==> src/rtl/point_route_controller_pkg.sv <==
// Shared types and defaults for the linear-point route controller slice.
// FSM state enumeration plus a helper that maps an object index onto a selection code.
package point_ctrl_pkg;

  localparam int N_OBJ_DEF = 5;
  localparam int SEL_W_DEF = 3;

  typedef enum logic [2:0] {
    IDLE  = 3'd0,
    CHECK = 3'd1,
    ISSUE = 3'd2,
    WAIT  = 3'd3,
    DONE  = 3'd4
  } route_state_e;

  // Wide result so callers can cast down to whatever selection width they use.
  function automatic logic [15:0] idx2sel(input int idx);
    return 16'(idx);
  endfunction

endpackage

==> src/rtl/point_route_controller_if.sv <==
// Request and linear_point command/status signals of the route controller.
// master = the controller itself, slave = the route-request logic / linear_point side.
interface point_route_controller_if import point_ctrl_pkg::*; #(
  parameter int N_OBJ = N_OBJ_DEF,
  parameter int SEL_W = SEL_W_DEF
);

  logic             req_valid_i;
  logic             req_ready_o;
  logic [N_OBJ-1:0] req_mask_i;
  logic [N_OBJ-1:0] req_pos_i;
  logic             en_o;
  logic [SEL_W-1:0] object_selection_o;
  logic             command_o;
  logic [N_OBJ-1:0] status_i;
  logic             busy_o;
  logic             done_o;
  logic             err_o;
  logic [SEL_W-1:0] err_idx_o;

  modport master (
    input  req_valid_i, req_mask_i, req_pos_i, status_i,
    output req_ready_o, en_o, object_selection_o, command_o,
           busy_o, done_o, err_o, err_idx_o
  );

  modport slave (
    output req_valid_i, req_mask_i, req_pos_i, status_i,
    input  req_ready_o, en_o, object_selection_o, command_o,
           busy_o, done_o, err_o, err_idx_o
  );

endinterface

==> src/rtl/point_route_controller_timer.sv <==
// Per-attempt confirmation timer: counts WAIT cycles, saturates at TIMEOUT.
// o_expired flags the TIMEOUT-th enabled cycle (the elapsed count lags the cycle number by one).
module point_timeout_timer #(
  parameter int TIMEOUT = 16
) (
  input  logic clk_i,
  input  logic rst_i,
  input  logic i_clear,
  input  logic i_enable,
  output logic o_expired
);

  localparam int TW = $clog2(TIMEOUT + 1);

  logic [TW-1:0] r_count;

  always_ff @(posedge clk_i or negedge rst_i) begin
    if (!rst_i) begin
      r_count <= '0;
    end else if (i_clear) begin
      r_count <= '0;
    end else if (i_enable && (r_count != TW'(TIMEOUT))) begin
      r_count <= r_count + 1'b1;
    end
  end

  assign o_expired = i_enable && (r_count >= TW'(TIMEOUT - 1));

endmodule

==> src/rtl/point_route_controller.sv <==
// Route controller: walks the requested objects in ascending order, commands those not yet
// in position, waits for status confirmation with timeout/retry and reports done/error.
module point_route_controller import point_ctrl_pkg::*; #(
  parameter int N_OBJ   = N_OBJ_DEF,
  parameter int SEL_W   = SEL_W_DEF,
  parameter int TIMEOUT = 16,
  parameter int RETRIES = 2
) (
  input  logic                     clk_i,
  input  logic                     rst_i,
  point_route_controller_if.master bus
);

  localparam int RW = (RETRIES > 0) ? $clog2(RETRIES + 1) : 1;

  localparam logic [2:0] S_IDLE  = IDLE;
  localparam logic [2:0] S_CHECK = CHECK;
  localparam logic [2:0] S_ISSUE = ISSUE;
  localparam logic [2:0] S_WAIT  = WAIT;
  localparam logic [2:0] S_DONE  = DONE;

  logic [2:0]       r_state;
  logic [2:0]       w_state_next;
  logic [SEL_W-1:0] r_idx;
  logic [RW-1:0]    r_retry;
  logic [N_OBJ-1:0] r_mask;
  logic [N_OBJ-1:0] r_pos;
  logic             r_en;
  logic [SEL_W-1:0] r_sel;
  logic             r_cmd;
  logic             r_done;
  logic             r_err;
  logic [SEL_W-1:0] r_err_idx;

  logic w_last;
  logic w_obj_ok;
  logic w_skip;
  logic w_retry_left;
  logic w_tmo;

  assign w_last       = (r_idx == SEL_W'(idx2sel(N_OBJ - 1)));
  assign w_obj_ok     = (bus.status_i[r_idx] == r_pos[r_idx]);
  assign w_skip       = !r_mask[r_idx] || w_obj_ok;
  assign w_retry_left = (r_retry < RW'(RETRIES));

  point_timeout_timer #(
    .TIMEOUT (TIMEOUT)
  ) u_timer (
    .clk_i     (clk_i),
    .rst_i     (rst_i),
    .i_clear   (r_state == S_ISSUE),
    .i_enable  (r_state == S_WAIT),
    .o_expired (w_tmo)
  );

  // Confirmation is tested before the timeout so a same-cycle confirm counts as success.
  always_comb begin
    w_state_next = r_state;
    case (r_state)
      S_IDLE: begin
        if (bus.req_valid_i) w_state_next = S_CHECK;
      end
      S_CHECK: begin
        if (!w_skip)     w_state_next = S_ISSUE;
        else if (w_last) w_state_next = S_DONE;
      end
      S_ISSUE: begin
        w_state_next = S_WAIT;
      end
      S_WAIT: begin
        if (w_obj_ok)  w_state_next = w_last ? S_DONE : S_CHECK;
        else if (w_tmo) w_state_next = w_retry_left ? S_ISSUE : S_DONE;
      end
      S_DONE: begin
        w_state_next = S_IDLE;
      end
      default: begin
        w_state_next = S_IDLE;
      end
    endcase
  end

  always_ff @(posedge clk_i or negedge rst_i) begin
    if (!rst_i) begin
      r_state   <= S_IDLE;
      r_idx     <= '0;
      r_retry   <= '0;
      r_mask    <= '0;
      r_pos     <= '0;
      r_en      <= 1'b0;
      r_sel     <= '0;
      r_cmd     <= 1'b0;
      r_done    <= 1'b0;
      r_err     <= 1'b0;
      r_err_idx <= '0;
    end else begin
      r_state <= w_state_next;
      r_en    <= (w_state_next == S_ISSUE);
      r_done  <= (w_state_next == S_DONE);
      case (r_state)
        S_IDLE: begin
          if (bus.req_valid_i) begin
            r_mask    <= bus.req_mask_i;
            r_pos     <= bus.req_pos_i;
            r_idx     <= '0;
            r_retry   <= '0;
            r_err     <= 1'b0;
            r_err_idx <= '0;
          end
        end
        S_CHECK: begin
          if (w_skip) begin
            if (!w_last) r_idx <= r_idx + 1'b1;
          end else begin
            r_sel <= r_idx;
            r_cmd <= r_pos[r_idx];
          end
        end
        S_WAIT: begin
          if (w_obj_ok) begin
            r_retry <= '0;
            if (!w_last) r_idx <= r_idx + 1'b1;
          end else if (w_tmo) begin
            if (w_retry_left) begin
              r_retry <= r_retry + 1'b1;
            end else begin
              r_err     <= 1'b1;
              r_err_idx <= r_idx;
            end
          end
        end
        S_DONE: begin
          // Command outputs return to zero for IDLE; error report keeps its value.
          r_sel <= '0;
          r_cmd <= 1'b0;
        end
        default: begin
        end
      endcase
    end
  end

  assign bus.req_ready_o        = (r_state == S_IDLE);
  assign bus.busy_o             = (r_state != S_IDLE);
  assign bus.en_o               = r_en;
  assign bus.object_selection_o = r_sel;
  assign bus.command_o          = r_cmd;
  assign bus.done_o             = r_done;
  assign bus.err_o              = r_err;
  assign bus.err_idx_o          = r_err_idx;

endmodule

==> src/flat_wrapper.sv <==
// flat-port wrapper written by rule: the top's interface ports become plain ports
module point_route_controller_flat import point_ctrl_pkg::*;
#(
  parameter int N_OBJ   = N_OBJ_DEF,
  parameter int SEL_W   = SEL_W_DEF,
  parameter int TIMEOUT = 16,
  parameter int RETRIES = 2
)
  (clk_i, rst_i, bus_req_valid_i, bus_req_mask_i, bus_req_pos_i, bus_status_i, bus_req_ready_o, bus_en_o, bus_object_selection_o, bus_command_o, bus_busy_o, bus_done_o, bus_err_o, bus_err_idx_o);
  point_route_controller_if #(.N_OBJ(N_OBJ), .SEL_W(SEL_W)) bus_i ();
  input  logic clk_i;
  input  logic rst_i;
  input wire logic [$bits(bus_i.req_valid_i)-1:0] bus_req_valid_i;
  input wire logic [$bits(bus_i.req_mask_i)-1:0] bus_req_mask_i;
  input wire logic [$bits(bus_i.req_pos_i)-1:0] bus_req_pos_i;
  input wire logic [$bits(bus_i.status_i)-1:0] bus_status_i;
  output wire logic [$bits(bus_i.req_ready_o)-1:0] bus_req_ready_o;
  output wire logic [$bits(bus_i.en_o)-1:0] bus_en_o;
  output wire logic [$bits(bus_i.object_selection_o)-1:0] bus_object_selection_o;
  output wire logic [$bits(bus_i.command_o)-1:0] bus_command_o;
  output wire logic [$bits(bus_i.busy_o)-1:0] bus_busy_o;
  output wire logic [$bits(bus_i.done_o)-1:0] bus_done_o;
  output wire logic [$bits(bus_i.err_o)-1:0] bus_err_o;
  output wire logic [$bits(bus_i.err_idx_o)-1:0] bus_err_idx_o;
  assign bus_i.req_valid_i = bus_req_valid_i;
  assign bus_i.req_mask_i = bus_req_mask_i;
  assign bus_i.req_pos_i = bus_req_pos_i;
  assign bus_i.status_i = bus_status_i;
  assign bus_req_ready_o = bus_i.req_ready_o;
  assign bus_en_o = bus_i.en_o;
  assign bus_object_selection_o = bus_i.object_selection_o;
  assign bus_command_o = bus_i.command_o;
  assign bus_busy_o = bus_i.busy_o;
  assign bus_done_o = bus_i.done_o;
  assign bus_err_o = bus_i.err_o;
  assign bus_err_idx_o = bus_i.err_idx_o;
  point_route_controller #(.N_OBJ(N_OBJ), .SEL_W(SEL_W), .TIMEOUT(TIMEOUT), .RETRIES(RETRIES)) u_core (.clk_i(clk_i), .rst_i(rst_i), .bus(bus_i));
endmodule
==> config.mk <==
export PLATFORM = sky130hd
export DESIGN_NAME = point_route_controller_flat
export DESIGN_NICKNAME = d
export VERILOG_FILES = /design/src/rtl/point_route_controller_pkg.sv /design/src/rtl/point_route_controller_if.sv /design/src/rtl/point_route_controller_timer.sv /design/src/rtl/point_route_controller.sv /design/src/flat_wrapper.sv
export SDC_FILE = /design/constraint.sdc
export NUM_CORES = 1
export LEC_CHECK = 0
export ABC_AREA = 1
export BUFFER_PORTS_ARGS = -buffer_cell sky130_fd_sc_hd__clkbuf_2
export CORE_MARGIN = 2
export CORE_UTILIZATION = 53
export CTS_BUF_LIST = sky130_fd_sc_hd__clkbuf_2
export DETAILED_ROUTE_END_ITERATION = 16
export PLACE_DENSITY = 0.79
export SYNTH_ARGS = -nofsm -noshare
export SYNTH_HDL_FRONTEND = slang
export SYNTH_HIERARCHICAL = 1
export SYNTH_SLANG_ARGS = --single-unit
export TNS_END_PERCENT = 20
==> constraint.sdc <==
create_clock -name clk_i -period 2 [get_ports clk_i]
set_clock_uncertainty 0.2 [all_clocks]
set_input_delay 0.3 -clock clk_i [delete_from_list [all_inputs] [get_ports clk_i]]
set_output_delay 0.3 -clock clk_i [all_outputs]
set_load 0.05 [all_outputs]
Yosys cells after proc, flatten, opt, wreduce, memory -nomap -nowiden:

Cells that the tools add are included.

* $add $sub $neg: 3
* $lt $le $gt $ge: 3
* equal/unequal tests: 18
* muxes and demuxes: 39
* reductions and logical operators: 15

Operator list (count)
* $mux 3: 15
* $pmux 3 s2: 2
* $pmux 3 s4: 1
* $mux 5: 2
* $bmux 1 s3: 3
* $eq 3x2->1 const B: 3
* $eq 3x3->1 const B: 3
* $pmux 3 s3: 1
* $mux 1: 8
* $mux 2: 4
* $ne 2x2->1 const B: 4
* $reduce_and 4->1: 2
* $ne 2x1->1 const B: 3
* $ne 3x1->1 const B: 2
* $reduce_bool 2->1: 3
* $reduce_bool 3->1: 2
* $add 5x1->5 const B: 1
* $ge 5x4->1 const B: 1
* $ne 5x5->1 const B: 1
* $reduce_and 5->1: 1
* $lt 3x4->1 const B: 1
* $pmux 1 s2: 2
* $pmux 2 s2: 1
* $reduce_and 2->1: 2
* 9 further kinds: 10

* bits in registers: 33
* output and inout port bits: 12
* word-level logic and storage cells: 90

Logic depth before layout (Yosys ltp):

Gate-level depths: netlist (run 1).

* depth after elaboration: 7
* gate-level depth with buffers: 14

Cells and area by module:

The synthesis (run 1) kept the hierarchy.

Modules (own cells, without submodules)
* point_route_controller: instances 1, cells an instance 197, area each 1566.5 um^2, sequential area each 700.7 um^2
* point_timeout_timer: instances 1, cells an instance 49, area each 350.3 um^2, sequential area each 125.1 um^2

Least setup slack after synthesis (run 1):

Ideal clock, no wire load.

* kind: reg2reg
* start point: register u_core.r_state[2]
* end point: register u_core.r_en (netlist: u_core/bus.en_o)
* arrival: 1.922 ns
* required time: 1.731 ns
* slack: -0.190 ns
* cell stages (with the launch flop): 14
* cells stage by stage: dfrtp_1 > nor2_1 > inv_2 > nor2_2 > buf_4 > inv_1 > a21oi_2 > inv_1 > nor2_1 > o21bai_1 > inv_1 > nor2_1 > nor2_1 > nor2_2

* longest elaborated chain between the ends: 6
* elaborated cells between the ends (all ways): 12
* those cells by class: eq/ne: 4; mux: 6; reduce/logical: 2

Ends and longest elaborated chain
* from (decl): RTL line point_route_controller.sv:22 `logic [2:0] r_state;`
* from (signal assigned): RTL line point_route_controller.sv:97 `r_state <= w_state_next;`
* $eq 3x2->1: RTL line point_route_controller.sv:52 `.i_enable (r_state == S_WAIT),`
* $logic_and 1x1->1: RTL line point_route_controller_timer.sv:27 `assign o_expired = i_enable && (r_count >= TW'(TIMEOUT - 1));`
* net u_core.w_tmo: RTL line point_route_controller.sv:39 `logic w_tmo;`
* $mux 3: RTL line point_route_controller.sv:72 `else if (w_tmo) w_state_next = w_retry_left ? S_ISSUE : S_DONE;`
* $mux 3: RTL line point_route_controller.sv:71 `if (w_obj_ok) w_state_next = w_last ? S_DONE : S_CHECK;`
* $pmux 3 s4: RTL line point_route_controller.sv:59 `case (r_state)`
* $eq 3x2->1: RTL line point_route_controller.sv:98 `r_en <= (w_state_next == S_ISSUE);`
* to (signal assigned): RTL line point_route_controller.sv:98
* to (decl): RTL line point_route_controller.sv:28 `logic r_en;`

The timed path passes the listed nets, and every way through them passes these cells.
A chain may end at the register's enable or synchronous reset.

Worst setup path in the final report (run 1):

* start point: register u_core.u_timer.r_count[1]
* end point: register u_core.r_en (netlist: u_core/bus.en_o)

* longest elaborated chain between the ends: 6

Ends and longest elaborated chain
* from (decl): RTL line point_route_controller_timer.sv:15 `logic [TW-1:0] r_count;`
* from (signal assigned): RTL line point_route_controller_timer.sv:23 `r_count <= r_count + 1'b1;`
* $ge 5x4->1: RTL line point_route_controller_timer.sv:27
* $logic_and 1x1->1: RTL line point_route_controller_timer.sv:27
* net u_core.w_tmo: RTL line point_route_controller.sv:39
* $mux 3: RTL line point_route_controller.sv:72
* $mux 3: RTL line point_route_controller.sv:71
* $pmux 3 s4: RTL line point_route_controller.sv:59
* net u_core.w_state_next[0]: RTL line point_route_controller.sv:23 `logic [2:0] w_state_next;`
* $eq 3x2->1: RTL line point_route_controller.sv:98

The timed path passes the listed nets, and every way through them passes these cells.

==> results of run 1 <==
## power by group
group | leakage [uW] | switching, uW | internal (uW)
Combinational | 0.000828 | 1470 | 709
Clock | 0.0000265 | 202 | 81.6
Sequential | 0.000432 | 159 | 890
Total | 0.00129 | 1830 | 1680
## area by class of cell
cell class                 count  share of cell area (%)
clock buffer                   6                   1.255
clock inverter                 1                  0.1568
inverter                      34                   5.489
multi-input combinational    174                   41.14
sequential                    33                   34.55
tap                           46                   2.405
timing repair buffer          53                   15.00
## flip-flops by register name, indices dropped and copies added, names as in the netlist, 2 cells and up
name and count:
u_core/r_pos 5, u_core/bus.object_selection_o 3, u_core/r_state 3, u_core/r_mask 5
u_core/r_retry 2, u_core/u_timer/r_count 5, u_core/bus.err_idx_o 3, u_core/r_idx 3
## worst register-to-register path: cells and delay by family, from the launching register on
family / cells / cell delay, ns
AO/OA/AOI/OAI: 1 / 0.08
adder cells (fa/ha/maj): 2 / 0.37
flip-flops: 1 / 0.41
AND/OR/NAND/NOR: 9 / 0.69
buffers and inverters: 1 / 0.13
## what timing repair did
action | CTS | global route
hold buffers | 11 | 0
buffers inserted | 0 | 1
endpoints found under the hold margin | 43 | 0
pin swaps | 2 | 9
setup endpoints to repair | 4 | 18
resized for setup | 4 | 14
## cell families after synthesis
group	after synthesis	share of synthesized area (%)
and+or+nand+nor	146	37.92
DFF	33	43.08
AOI/OAI and AO/OA	23	7.115
buffers and inverters	39	8.616
adders and majority gates	5	3.264
## routing by layer
metal	track usage, %	part of all wire [%]	up-vias
li1	-	-	899
met1	28.03	42	857
met2	41.54	53	43
met3	4.754	3.7	8
met4	7.447	1.2	0
met5	0	0	-
## path summary, 6_finish.rpt
kind	end	slack (ns)	depth (start not counted)
hold reg to reg	u_core/r_pos[2]	0.29	2
hold / removal	u_core/r_mask[2]	0.24	6
max in group asynchronous	u_core/r_idx[0]	0.99	3
setup / recovery	u_core/bus.en_o	0.02	13
setup reg to reg	u_core/bus.en_o	0.02	13
min in group asynchronous	u_core/r_mask[4]	0.29	3
## cell usage after synthesis (all sizes together), types with 2 or more instances
cell type  instances
nor2              20
o21ai             15
inv               33
nand3             23
nor3               3
nand2             87
buf                3
clkbuf             2
o21bai             2
a21oi              5
ha                 5
dfrtp             33
nand4             12
## through the flow
stage / power [uW] / TNS [ns]
4_1_cts: 3457 / 0
2_1_floorplan: 2681 / -0.02101
6_report: 3510 / 0
5_1_grt: 3820 / -0.6290
3_3_place_gp: 3076 / 0
3_5_place_dp: 3136 / -0.1198
==> metrics.md, run 1 <==
| Metric | Value |
|---|---|
| Total I/O pin count | `30` |
| Die footprint | `0.004114 mm^2` |
| Synthesis Warnings | `6` |
| Clock sinks | `33` |
| Fin crit share | `99.20%` |
| Worst-margin pin slew | `0.4185 ns` |
| Top cell type's share of synthesized area | `43.08%` |
| Max_cap viols | `0` |
| Post-Syn Area | `0.001917 mm^2` |
| Data arrival time of the worst path | `2.04 ns` |
| PortBufs | `29` |
| Critical path fanouts, max | `5` |
| Pre-antenna DRT Iters | `4` |
| Fmax | `504.0 MHz` |
| Worst skew pair latency | `0.36 ns` |
| CP delay by family, top | `simple AND/OR/NAND/NOR gates` |
| Share of cells above drive strength 1 | `31.56%` |
| Multi-input logic area | `984.7 um^2` |
| Synth top area cells | `dfrtp_1, nand2_1, inv_1` |
| Maximum vdd drop | `765.0 uV` |
| Crit path from | `u_core/u_timer/r_count[1]` |
| Mean Syn Cell Area | `7.792 um^2` |
| DRT Wirelength | `4316 um` |
| CP endpoint kind | `register` |
| ANT nets after route | `0` |
| Pwr Density | `1466 mW/mm^2` |
| Reg-to-reg startpoint | `u_core/u_timer/r_count[1]` |
| Most frequent cells in the layout | `nand2_1, clkbuf_2, dfrtp_1` |
| Final non-filler cell total | `347` |
| GP Congestion | `0.7864` |
| Gr ovfl total | `0` |
| Critical path, cell by cell | `ha_2 -> nand2_2 -> nor2_2 -> ha_2 -> nor2_2 -> a21oi_4 -> buf_6 -> nor2_1 -> nand3_1 -> nand2_1 -> nand2_1 -> nand2_2 -> nor2_2` |
| Layout fillers | `281` |
| Final min period | `1.984 ns` |
| Vias per cell | `5.207` |
| Starting Density | `56.12%` |
| Initial drt markers | `52` |
| Commonest non-fill, non-tap cell in the layout | `nand2_1` |
| Dpl cells | `328` |
| Num CTS Buffers | `5` |
| Worst hold margin | `0.2410 ns` |
| Final WS setup | `0.01594 ns` |
| Vias in the first global route | `1764` |
| Yosys reg bits | `33` |
| Mapped Cells | `246` |
| Count of cell types in the netlist | `29` |
| Slew Viols, Final | `0` |
| Top_reg_cell synth | `dfrtp_1` |
| Setup violators final | `0` |
| Slew HR | `72.10%` |
| Max incr delay on CP | `0.41 ns` |
| Synth area leader | `dfrtp_1` |
| Core area | `0.003416 mm^2` |
| CP max stage cell | `dfrtp_1` |
| Async SR Flop Fraction | `100.0%` |
| Worst setup SP type | `register` |
| Min-delay worst type | `in2reg` |
| GRT Total Usage | `23.27%` |
| RSZ-0062 raised after global routing | `true` |
| Final Util | `70.07%` |
| H-tree depth | `2` |
| WS Path Type | `reg2reg` |
| Lkg Pwr | `0.001287 uW` |
| Syn Nets | `269` |
| CTS clk-pin slew, worst paths | `0.15 ns` |
| CTS tree | `yes` |
| Count of final hold-check violations | `0` |
| DIE HEIGHT | `64.14 um` |
| Via count | `1807` |
| Final Instance Area | `0.002394 mm^2` |
| FF+latch area | `827.0 um^2` |
| WP data required | `2.06 ns` |
| # DRC | `0` |
| Min-delay src | `bus_req_valid_i` |
| Most frequent CP cell | `nor2_2` |
| Layout area overhead | `24.87%` |
| Post-DP HPWL | `3023 um` |
| Row cnt | `21` |
| Pre-CTS setup slack | `-0.04907 ns` |
| Root Buffer | `clkbuf_2` |
| Critical path buffers and inverters | `1` |
| Drt wl/cell | `12.44 um` |
| Largest net degree at the start of global routing | `34` |
| Seq/Total Area, Yosys | `43.08%` |
| First-pass GRT wire length | `7493 um` |
| Cell area after placement | `0.002193 mm^2` |
| Status | `completed` |
| Chip width | `64.14 um` |
| Fin nets | `324` |
| CTS Buffer Depth | `2` |
| Antenna cells | `0` |
| Initial antenna violation count | `0` |
| EDFF count, synth | `0` |
Power figures use the tool's default switching activity.
==> inputs of run 2 (changes only) <==
--- a/config.mk
+++ b/config.mk
@@ -11,7 +11,7 @@
 export CORE_UTILIZATION = 53
 export CTS_BUF_LIST = sky130_fd_sc_hd__clkbuf_2
 export DETAILED_ROUTE_END_ITERATION = 16
-export PLACE_DENSITY = 0.79
+export PLACE_DENSITY = 0.83
 export SYNTH_ARGS = -nofsm -noshare
 export SYNTH_HDL_FRONTEND = slang
 export SYNTH_HIERARCHICAL = 1
==> metrics.md, run 2 (synthesis results as in run 1) <==
| Metric | Value |
|---|---|
| Max incr delay on CP | `0.42 ns` |
| Lkg Pwr | `0.001277 uW` |
| CTS Buffer Depth | `2` |
| Row cnt | `21` |
| Critical path fanouts, max | `3` |
| Setup violators final | `3` |
| Clock sinks | `33` |
| Met3 wire len | `164 um` |
| GRT Total Usage | `23.75%` |
| Worst-margin pin slew | `0.4155 ns` |
| Pre-antenna DRT Iters | `4` |
| Worst reg2reg path depth | `13` |
| DIE HEIGHT | `64.14 um` |
| Combinational share of power | `60.8%` |
| Sequential share of power | `30.1%` |
| Worst setup SP type | `register` |
| WS Path Type | `reg2reg` |
| CP endpoint kind | `register` |
| CP max stage cell | `dfrtp_1` |
| Int Pwr | `1683 uW` |
| Critical path, cell by cell | `ha_2 -> nand2_2 -> nor2_2 -> ha_2 -> nor2_2 -> a21oi_4 -> inv_2 -> nor2_4 -> o21bai_1 -> inv_1 -> nor2_1 -> nor2_1 -> inv_1` |
| CTS clk-pin slew, worst paths | `0.16 ns` |
| Post-DP HPWL | `2908 um` |
| Starting Density | `56.12%` |
| PortBufs | `29` |
| Die footprint | `0.004114 mm^2` |
| Data arrival time of the worst path | `2.09 ns` |
| Chip width | `64.14 um` |
| Layout area overhead | `24.48%` |
| Fin crit share | `100.5%` |
| First-pass GRT wire length | `7590 um` |
| Total I/O pin count | `30` |
| H-tree depth | `2` |
| CP Depth | `13` |
| Count of final hold-check violations | `0` |
| Commonest non-fill, non-tap cell in the layout | `nand2_1` |
| Slew Viols, Final | `0` |
| Gr ovfl total | `0` |
| Top sig layer | `met4` |
| Critical path buffers and inverters | `3` |
| Fmax | `497.4 MHz` |
| Metal-1 WL | `1816 um` |
| # DRC | `0` |
| Largest net degree at the start of global routing | `34` |
| Vias per cell | `5.212` |
| Share of cells above drive strength 1 | `30.69%` |
| DR WL met2 | `2175 um` |
| RSZ-0062 raised after global routing | `true` |
| Status | `finished, violations left` |
| Sw Ratio | `52.02%` |
| WP data required | `2.08 ns` |
| Min-delay worst type | `in2reg` |
| TNS Setup | `-0.02737 ns` |
| Fin nets | `325` |
| Vias in the first global route | `1802` |
| ANT nets after route | `0` |
| Maximum vdd drop | `901.3 uV` |
| CTS tree | `yes` |
| CP delay by family, top | `simple AND/OR/NAND/NOR gates` |
| Failing checks | `setup timing` |
| Drt wl/cell | `12.12 um` |
| Slew HR | `72.30%` |
| Via count | `1819` |
| Initial antenna violation count | `0` |
| Max_cap viols | `0` |
| Top Registers | `u_core/r_mask: 5 flops, u_core/r_pos: 5 flops, u_core/u_timer/r_count: 5 flops` |
| Pwr Density | `1471 mW/mm^2` |
| Most frequent cells in the layout | `nand2_1, clkbuf_2, dfrtp_1` |
| Core area | `0.003416 mm^2` |
| Final Util | `69.85%` |
| Worst skew pair latency | `0.37 ns` |
| Switching Power | `1825 uW` |
| Antenna cells | `0` |
| Num CTS Buffers | `5` |
| Root Buffer | `clkbuf_2` |
| Final WS setup | `-0.01030 ns` |
| Initial drt markers | `83` |
| Final min period | `2.010 ns` |
| GP Congestion | `0.8147` |
| Hold Path Depth | `7` |
| DRT Wirelength | `4230 um` |
| Clock power frac | `9.1%` |
run 2: what timing repair did:
| action | 4_1_cts | 5_1_grt |
|---|---|---|
| hold buffers | 11 | 0 |
| resized for setup | 5 | 7 |
| endpoints found under the hold margin | 43 | 0 |
| buffers inserted | 0 | 3 |
| pin swaps | 3 | 12 |
| endpoints found under the setup margin | 5 | 17 |
run 2: worst min-delay path, delay by kind of cell:
kind	cells	cell delay (ns)
AO/OA/AOI/OAI	1	0.06
buffers and inverters	3	0.21
AND/OR/NAND/NOR	3	0.20
run 2: area by class of cell:
cell class | instances | area, um^2
Tap cell | 46 | 57.56
Multi-Input combinational cell | 174 | 963.4
Clock buffer | 8 | 40.04
Inverter | 34 | 131.4
Timing Repair Buffer | 54 | 366.6
Fill cell | 283 | 1030
Sequential cell | 33 | 827.0
run 2: power by group through the flow:
stage	Combinational [uW]	Sequential (uW)	Clock (uW)
after floorplan	1510	1180	0
after global placement	2010	1050	0
after detailed placement	2060	1060	0
after CTS	2090	1040	328
after global routing	2360	1080	360
final	2130	1050	320
run 2: through the flow:
| step | cell area (um^2) | instances | power [uW] | worst slack, ns | hold slack (ns) |
|---|---|---|---|---|---|
| global placement | 2186 | 327 | 3059 | 0.02378 | 0.1429 |
| detailed placement | 2186 | 327 | 3119 | -0.04956 | 0.1487 |
| finish | 2386 | 349 | 3509 | -0.01030 | 0.2021 |
| global route | 2386 | 349 | 3803 | -0.1352 | 0.2093 |
| floorplan | 1938 | 246 | 2681 | -0.02101 | -0.1956 |
| CTS | 2350 | 346 | 3466 | -0.0008744 | 0.1761 |
run 2: final timing paths:
path                                           start                   endpoint  slack (ns)
setup / recovery           u_core/u_timer/r_count[1]          u_core/r_state[1]       -0.01
hold / removal                       bus_req_valid_i          u_core/r_retry[1]        0.20
setup reg to reg           u_core/u_timer/r_count[1]          u_core/r_state[1]       -0.01
hold reg to reg                     u_core/r_mask[0]           u_core/r_mask[0]        0.29
max in group asynchronous                      rst_i            u_core/r_idx[0]        1.02
min in group asynchronous                      rst_i  u_core/u_timer/r_count[3]        0.27
run 2: routing by layer:
metal / vias up / track usage (%)
li1: 902 / -
met1: 866 / 28.36
met2: 45 / 41.54
met3: 6 / 4.930
met4: 0 / 9.840
met5: - / 0
